--- config.mk ---
export PLATFORM = sky130hd
export DESIGN_NAME = vcve2_vec_seq
export DESIGN_NICKNAME = d
export VERILOG_FILES = /design/src/rtl/vcve2_pkg.sv /design/src/rtl/vcve2_vec_splat.sv /design/src/rtl/vcve2_vec_seq.sv
export SDC_FILE = /design/constraint.sdc
export NUM_CORES = 1
export LEC_CHECK = 0
export ABC_AREA = 1
export BUFFER_PORTS_ARGS = -buffer_cell sky130_fd_sc_hd__buf_2
export CAP_MARGIN = 20
export CORE_AREA = 2 2 115 117
export CTS_BUF_LIST = sky130_fd_sc_hd__clkbuf_4 sky130_fd_sc_hd__clkbuf_8
export CTS_CLUSTER_SIZE = 30
export DETAILED_ROUTE_END_ITERATION = 6
export DIE_AREA = 0 0 117 119
export PLACE_DENSITY = 0.78
export SETUP_SLACK_MARGIN = 0.4
export SLEW_MARGIN = 20
export SYNTH_ARGS = -nofsm -noshare
export SYNTH_HDL_FRONTEND = slang
export SYNTH_SLANG_ARGS = --single-unit
--- constraint.sdc ---
create_clock -name clk_i -period 2.3 [get_ports clk_i]
set_input_delay 0.345 -clock clk_i [delete_from_list [all_inputs] [get_ports clk_i]]
set_output_delay 0.345 -clock clk_i [all_outputs]
set_load 0.03 [all_outputs]
--- src/rtl/vcve2_pkg.sv ---
// Shared vcve2 types: ALU operations, vector element widths and sequencer states.
package vcve2_pkg;

  typedef enum logic [3:0] {
    ALU_ADD = 4'd0,
    ALU_SUB = 4'd1,
    ALU_XOR = 4'd2,
    ALU_OR  = 4'd3,
    ALU_AND = 4'd4,
    ALU_SLL = 4'd5,
    ALU_SRL = 4'd6,
    ALU_SRA = 4'd7
  } alu_op_e;

  localparam logic [2:0] VSEW_E8  = 3'd0;
  localparam logic [2:0] VSEW_E16 = 3'd1;
  localparam logic [2:0] VSEW_E32 = 3'd2;

  typedef enum logic [2:0] {
    VSEQ_IDLE = 3'd0,
    VSEQ_RD   = 3'd1,
    VSEQ_EX   = 3'd2,
    VSEQ_WB   = 3'd3,
    VSEQ_FIN  = 3'd4
  } vseq_state_e;

  function automatic logic vsew_legal(input logic [2:0] vsew);
    return vsew <= VSEW_E32;
  endfunction

endpackage

--- src/rtl/vcve2_vec_splat.sv ---
// Replicates the low element of a scalar across a 32-bit word for .vx operand B.
module vcve2_vec_splat
  import vcve2_pkg::*;
(
  input  logic [31:0] i_scalar,
  input  logic [2:0]  i_vsew,
  output logic [31:0] o_splat
);

  always_comb begin
    o_splat = i_scalar;
    case (i_vsew)
      VSEW_E8:  o_splat = {4{i_scalar[7:0]}};
      VSEW_E16: o_splat = {2{i_scalar[15:0]}};
      default:  o_splat = i_scalar;
    endcase
  end

endmodule

--- src/rtl/vcve2_vec_seq.sv ---
// Vector element sequencer: walks vd word by word, feeding EX and writing results back
// with tail-protecting byte enables. LMUL=1, one instruction in flight.
module vcve2_vec_seq
  import vcve2_pkg::*;
#(
  parameter int unsigned VLEN   = 128,
  parameter int unsigned WIDX_W = $clog2(VLEN/32),
  parameter int unsigned VL_W   = $clog2(VLEN/8) + 1
) (
  input  logic                clk_i,
  input  logic                rst_ni,
  input  logic                start_i,
  input  logic                kill_i,
  input  logic [4:0]          vs1_i,
  input  logic [4:0]          vs2_i,
  input  logic [4:0]          vd_i,
  input  logic                vx_i,
  input  logic [31:0]         scalar_i,
  input  logic [VL_W-1:0]     vl_i,
  input  logic [2:0]          vsew_i,
  input  alu_op_e             alu_op_i,
  output logic                busy_o,
  output logic                done_o,
  output logic                err_o,
  output logic                vrf_re_o,
  output logic [5+WIDX_W-1:0] vrf_raddr_a_o,
  output logic [5+WIDX_W-1:0] vrf_raddr_b_o,
  input  logic [31:0]         vrf_rdata_a_i,
  input  logic [31:0]         vrf_rdata_b_i,
  output logic                vrf_we_o,
  output logic [5+WIDX_W-1:0] vrf_waddr_o,
  output logic [31:0]         vrf_wdata_o,
  output logic [3:0]          vrf_wbe_o,
  output logic [31:0]         ex_operand_a_o,
  output logic [31:0]         ex_operand_b_o,
  output alu_op_e             ex_alu_op_o,
  output logic                ex_vec_instr_o,
  output logic [2:0]          ex_vsew_o,
  input  logic                ex_valid_i,
  input  logic [31:0]         ex_result_i
);

  localparam logic [VL_W-1:0] VLMAX_E8 = VL_W'(VLEN/8);

  vseq_state_e       r_state, w_state_nxt;
  logic [WIDX_W-1:0] r_widx;
  logic [4:0]        r_vs1, r_vs2, r_vd;
  logic              r_vx, r_err;
  logic [31:0]       r_scalar, r_result;
  logic [2:0]        r_vsew;
  alu_op_e           r_alu_op;
  logic [VL_W-1:0]   r_nbytes;

  logic [VL_W-1:0]   w_vlmax, w_vl_eff, w_nbytes, w_rem;
  logic              w_illegal, w_accept, w_last;
  logic [3:0]        w_be;
  logic [31:0]       w_splat;

  assign w_illegal = !vsew_legal(vsew_i);
  assign w_vlmax   = VLMAX_E8 >> vsew_i[1:0];
  assign w_vl_eff  = (vl_i < w_vlmax) ? vl_i : w_vlmax;
  assign w_nbytes  = w_vl_eff << vsew_i[1:0];
  assign w_accept  = (r_state == VSEQ_IDLE) && start_i && !kill_i;

  // Bytes still owed to vd from the current word on; <= 4 means this is the last word.
  assign w_rem  = r_nbytes - (VL_W'(r_widx) << 2);
  assign w_last = (w_rem <= VL_W'(4));

  always_comb begin
    w_be = 4'hF;
    if (w_rem < VL_W'(4)) begin
      case (w_rem[1:0])
        2'd1:    w_be = 4'b0001;
        2'd2:    w_be = 4'b0011;
        2'd3:    w_be = 4'b0111;
        default: w_be = 4'b0000;
      endcase
    end
  end

  vcve2_vec_splat u_splat (
    .i_scalar (r_scalar),
    .i_vsew   (r_vsew),
    .o_splat  (w_splat)
  );

  always_comb begin
    w_state_nxt = r_state;
    case (r_state)
      VSEQ_IDLE: if (start_i) w_state_nxt = (w_illegal || w_vl_eff == '0) ? VSEQ_FIN : VSEQ_RD;
      VSEQ_RD:   w_state_nxt = VSEQ_EX;
      VSEQ_EX:   if (ex_valid_i) w_state_nxt = VSEQ_WB;
      VSEQ_WB:   w_state_nxt = w_last ? VSEQ_FIN : VSEQ_RD;
      VSEQ_FIN:  w_state_nxt = VSEQ_IDLE;
      default:   w_state_nxt = VSEQ_IDLE;
    endcase
    if (kill_i) w_state_nxt = VSEQ_IDLE;
  end

  always_ff @(posedge clk_i or negedge rst_ni) begin
    if (!rst_ni) begin
      r_state  <= VSEQ_IDLE;
      r_widx   <= '0;
      r_vs1    <= '0;
      r_vs2    <= '0;
      r_vd     <= '0;
      r_vx     <= 1'b0;
      r_err    <= 1'b0;
      r_scalar <= '0;
      r_result <= '0;
      r_vsew   <= '0;
      r_alu_op <= ALU_ADD;
      r_nbytes <= '0;
    end else begin
      r_state <= w_state_nxt;
      if (w_accept) begin
        r_vs1    <= vs1_i;
        r_vs2    <= vs2_i;
        r_vd     <= vd_i;
        r_vx     <= vx_i;
        r_scalar <= scalar_i;
        r_vsew   <= vsew_i;
        r_alu_op <= alu_op_i;
        r_nbytes <= w_nbytes;
        r_err    <= w_illegal;
        r_widx   <= '0;
      end
      if (r_state == VSEQ_EX && ex_valid_i && !kill_i) r_result <= ex_result_i;
      if (r_state == VSEQ_WB && !kill_i) r_widx <= r_widx + 1'b1;
    end
  end

  always_comb begin
    busy_o         = (r_state == VSEQ_RD) || (r_state == VSEQ_EX) || (r_state == VSEQ_WB);
    done_o         = (r_state == VSEQ_FIN) && !kill_i;
    err_o          = (r_state == VSEQ_FIN) && !kill_i && r_err;
    vrf_re_o       = (r_state == VSEQ_RD);
    vrf_raddr_a_o  = vrf_re_o ? {r_vs1, r_widx} : '0;
    vrf_raddr_b_o  = vrf_re_o ? {r_vs2, r_widx} : '0;
    vrf_we_o       = (r_state == VSEQ_WB) && !kill_i;
    vrf_waddr_o    = (r_state == VSEQ_WB) ? {r_vd, r_widx} : '0;
    vrf_wdata_o    = (r_state == VSEQ_WB) ? r_result : '0;
    vrf_wbe_o      = (r_state == VSEQ_WB) ? w_be : '0;
    ex_vec_instr_o = (r_state == VSEQ_EX);
    ex_operand_a_o = ex_vec_instr_o ? vrf_rdata_a_i : '0;
    ex_operand_b_o = ex_vec_instr_o ? (r_vx ? w_splat : vrf_rdata_b_i) : '0;
    ex_alu_op_o    = r_alu_op;
    ex_vsew_o      = r_vsew;
  end

endmodule

==> results.cfg <==
[outcome]
outcome = complete, but fails checks
violations = negative setup slack

[synth]
synthDistinctLibCells = 33
synthCells = 782
yosys_warnings = 0
async_reset_ff_share_pct = 100
synthFlopType = dfrtp_1
yosysSeqAreaShare_pct = 44.8
syn_avg_cell_area_sq_um = 7.00
synth_seq_cells = 98
synthesis.area_sq_um = 5480
synth-edff-count = 0
mappedNetlistNets = 949

[layout]
postLayoutCoreUtil_pct = 84.2
drive_above_1_share_pct = 55.4
n_fill_cell = 637
nets = 1309
syn_to_final_growth_pct = 97.9

[setup_path]
slowest_delay_ns = 0.44
start_kind = flop
startpoint = r_widx[0]$_DFFE_PN0P_
cp-end-kind = primary output
required_ns = 1.96
cp_slowest_cell = dfrtp_1
crit_type = flop to primary output
rr_startpoint = r_state[1]$_DFFE_PN0P_
path_common_cell = inv_2
path_max_fanout = 3
path_cells = ha_4 -> inv_2 -> fa_2 -> nor2_2 -> inv_2 -> nor2_4 -> inv_2 -> nand2_4 -> o21ai_4 -> buf_6
worstPathArrival_ns = 2.16

[routing]
wirelength_um = 28900
viasPerCell = 5.59
drc = 0
ant_nets = 0
first_pass_iters = 5
vias = 7429
dr.first_iter.drc_count = 948
wl_per_cell_um = 21.8

[clocking]
cts_tree = done
path_clk_slew_ns = 0.10
clkLatencyLatePin_ns = 0.39
root_buffer = clkbuf_8
cts-buffers-inserted = 9
cts_max_level = 3
cts_buffer_depth = 2
cts.sinks = 98

[timing]
hold_violations = 0
slew_violations = 0
worstMarginPinSlew_ns = 0.549
min_period_ns = 2.50
final-setup-viol-count = 15
clock.fmax_mhz = 400
fin_ws_ns = -0.201
relSlewSlack_pct = 63.3
final.period_utilization_pct = 109
fin_skew_ns = 0.0101
rsz0062_at_grt = true

[hold_path]
hp-start = scalar_i[20]
hp-class = input pin to flop

[power_and_ir_drop]
power.total_mw = 7.04
powerDensity_nw_per_um2 = 650
ir_drop_mv = 0.483
p_leak_nw = 5.35

[die]
ios = 295
fp.coreArea_sq_um = 12900
std_cell_rows = 42
die_area_sq_um = 13900
start_util_pct = 42.5
chipHeight_um = 119
die_w_um = 117

[flow_run]
max_cap_viol_count = 0

[place]
gp_congestion = 0.918
portBuffers = 294
dp_hpwl_um = 13300

[global_route]
grtUsageTotal_pct = 33.4
grt_pass1_wl_um = 35100
grt_pass1_vias = 6832
antenna_found_initial = 5
overflow = 0
grt_max_degree = 45
-- kinds of logic after synthesis --
family / synth area share [%]
simple gates: 28.3
buf+inv: 12.1
compound gates: 13.2
flops: 44.8
fa+ha+maj: 1.51
xor+xnor: 0.160
-- metrics by stage --
step	instances	worst slack (ns)	TNS (ns)	cell area, sq um	hold slack [ns]
after floorplan	782	0.238	0	5580	0.0494
after global placement	1228	0.139	0	7280	0.348
after detailed placement	1228	0.118	0	7280	0.349
after CTS	1281	-0.136	-0.398	9310	0.132
after global routing	1326	-0.273	-4.54	10800	0.152
final	1328	-0.201	-1.04	10800	0.140
-- cells in the mapped netlist, types with 4 or more instances --
cell type,instances,area [sq um]
a21oi_1,55,275
buf_2,17,85.1
buf_4,8,60.1
clkbuf_1,14,52.6
dfrtp_1,98,2450
ha_1,5,62.6
inv_1,116,435
inv_2,5,18.8
nand2_1,200,751
nand3_1,13,65.1
nor2_1,145,544
o211ai_1,16,120
o21ai_0,53,265
o21ai_1,4,20.0
or2_1,7,43.8
-- area by class of cell --
cell class                 count  area (sq um)  area share [%]
antenna                        5          12.5           0.115
timing repair buffer         383          3660            33.7
inverter                     123           519            4.79
timing repair inverter         4          53.8           0.496
clock inverter                 6          66.3           0.612
tap                          176           220            2.03
multi-input combinational    523          3710            34.3
clock buffer                  10           138            1.27
sequential                    98          2460            22.7
-- cell usage in the layout (no fill, tap or decap), types with 5 or more instances in the layout --
cell type and n:
buf_2 165, dfrtp_2 5, clkbuf_8 10, buf_12 18, dfrtp_1 93, o211ai_1 16
buf_8 8, or2_1 6, diode_2 5, a21oi_1 11, buf_16 10, o21ai_0 25
nand3_1 11, o21ai_1 25, inv_2 11, a21oi_2 32, buf_6 151, nand2_2 5
nand2_1 191, nor2_1 19, buf_4 21, nand3_4 5, inv_1 104, o21ai_2 5
a21oi_4 13, nor2_4 114, nor2_2 16, clkbuf_16 8
-- report_power, final --
part,switching (mW),total [mW],internal (mW)
registers,0.336,2.56,2.22
clock network,0.663,1.20,0.535
logic,2.06,3.29,1.23
total,3.06,7.04,3.98
-- sequential cells by signal (all words and copies together), names as in the netlist --
register / count
r_result: 32
r_scalar: 32
r_nbytes: 5
r_vd: 5
r_vs1: 5
r_vs2: 5
ex_alu_op_o: 4
ex_vsew_o: 3
r_state: 3
r_widx: 2
r_err: 1
r_vx: 1
-- critical path, delay by kind of cell, from the launching register on --
kind,cells,cell delay [ns]
compound gates,1,0.06
fa+ha+maj,2,0.61
buf+inv,4,0.30
flops,1,0.44
simple gates,3,0.36
-- metal layers --
metal / up-vias / track usage [%] / routed length, um
li1: 3142 / - / -
met1: 3478 / 38.8 / 9460
met2: 600 / 51.8 / 13600
met5: - / 0 / 0
met4: 0 / 21.9 / 2460
met3: 209 / 11.7 / 3370
-- repair_timing --
action | in CTS | in global routing
pin swaps | 29 | 36
cloned | 11 | 19
gates resized for setup | 412 | 287
hold endpoints to repair | 34 | 0
setup buffers | 25 | 23
setup endpoints to repair | 124 | 172
hold buffers | 1 | 0
-- path summary, 6_finish.rpt --
check	to	slack [ns]	depth (start not counted)
worst max register to register	r_result[16]$_DFFE_PN0P_	0.19	15
min in group asynchronous	r_scalar[5]$_DFFE_PN0P_	0.48	2
worst min-delay path	r_scalar[20]$_DFFE_PN0P_	0.14	3
worst max-delay path	vrf_wbe_o[2]	-0.20	10
worst min register to register	r_scalar[19]$_DFFE_PN0P_	0.49	2
max in group asynchronous	r_result[9]$_DFFE_PN0P_	1.21	3
(Power assumes the default switching activity.)
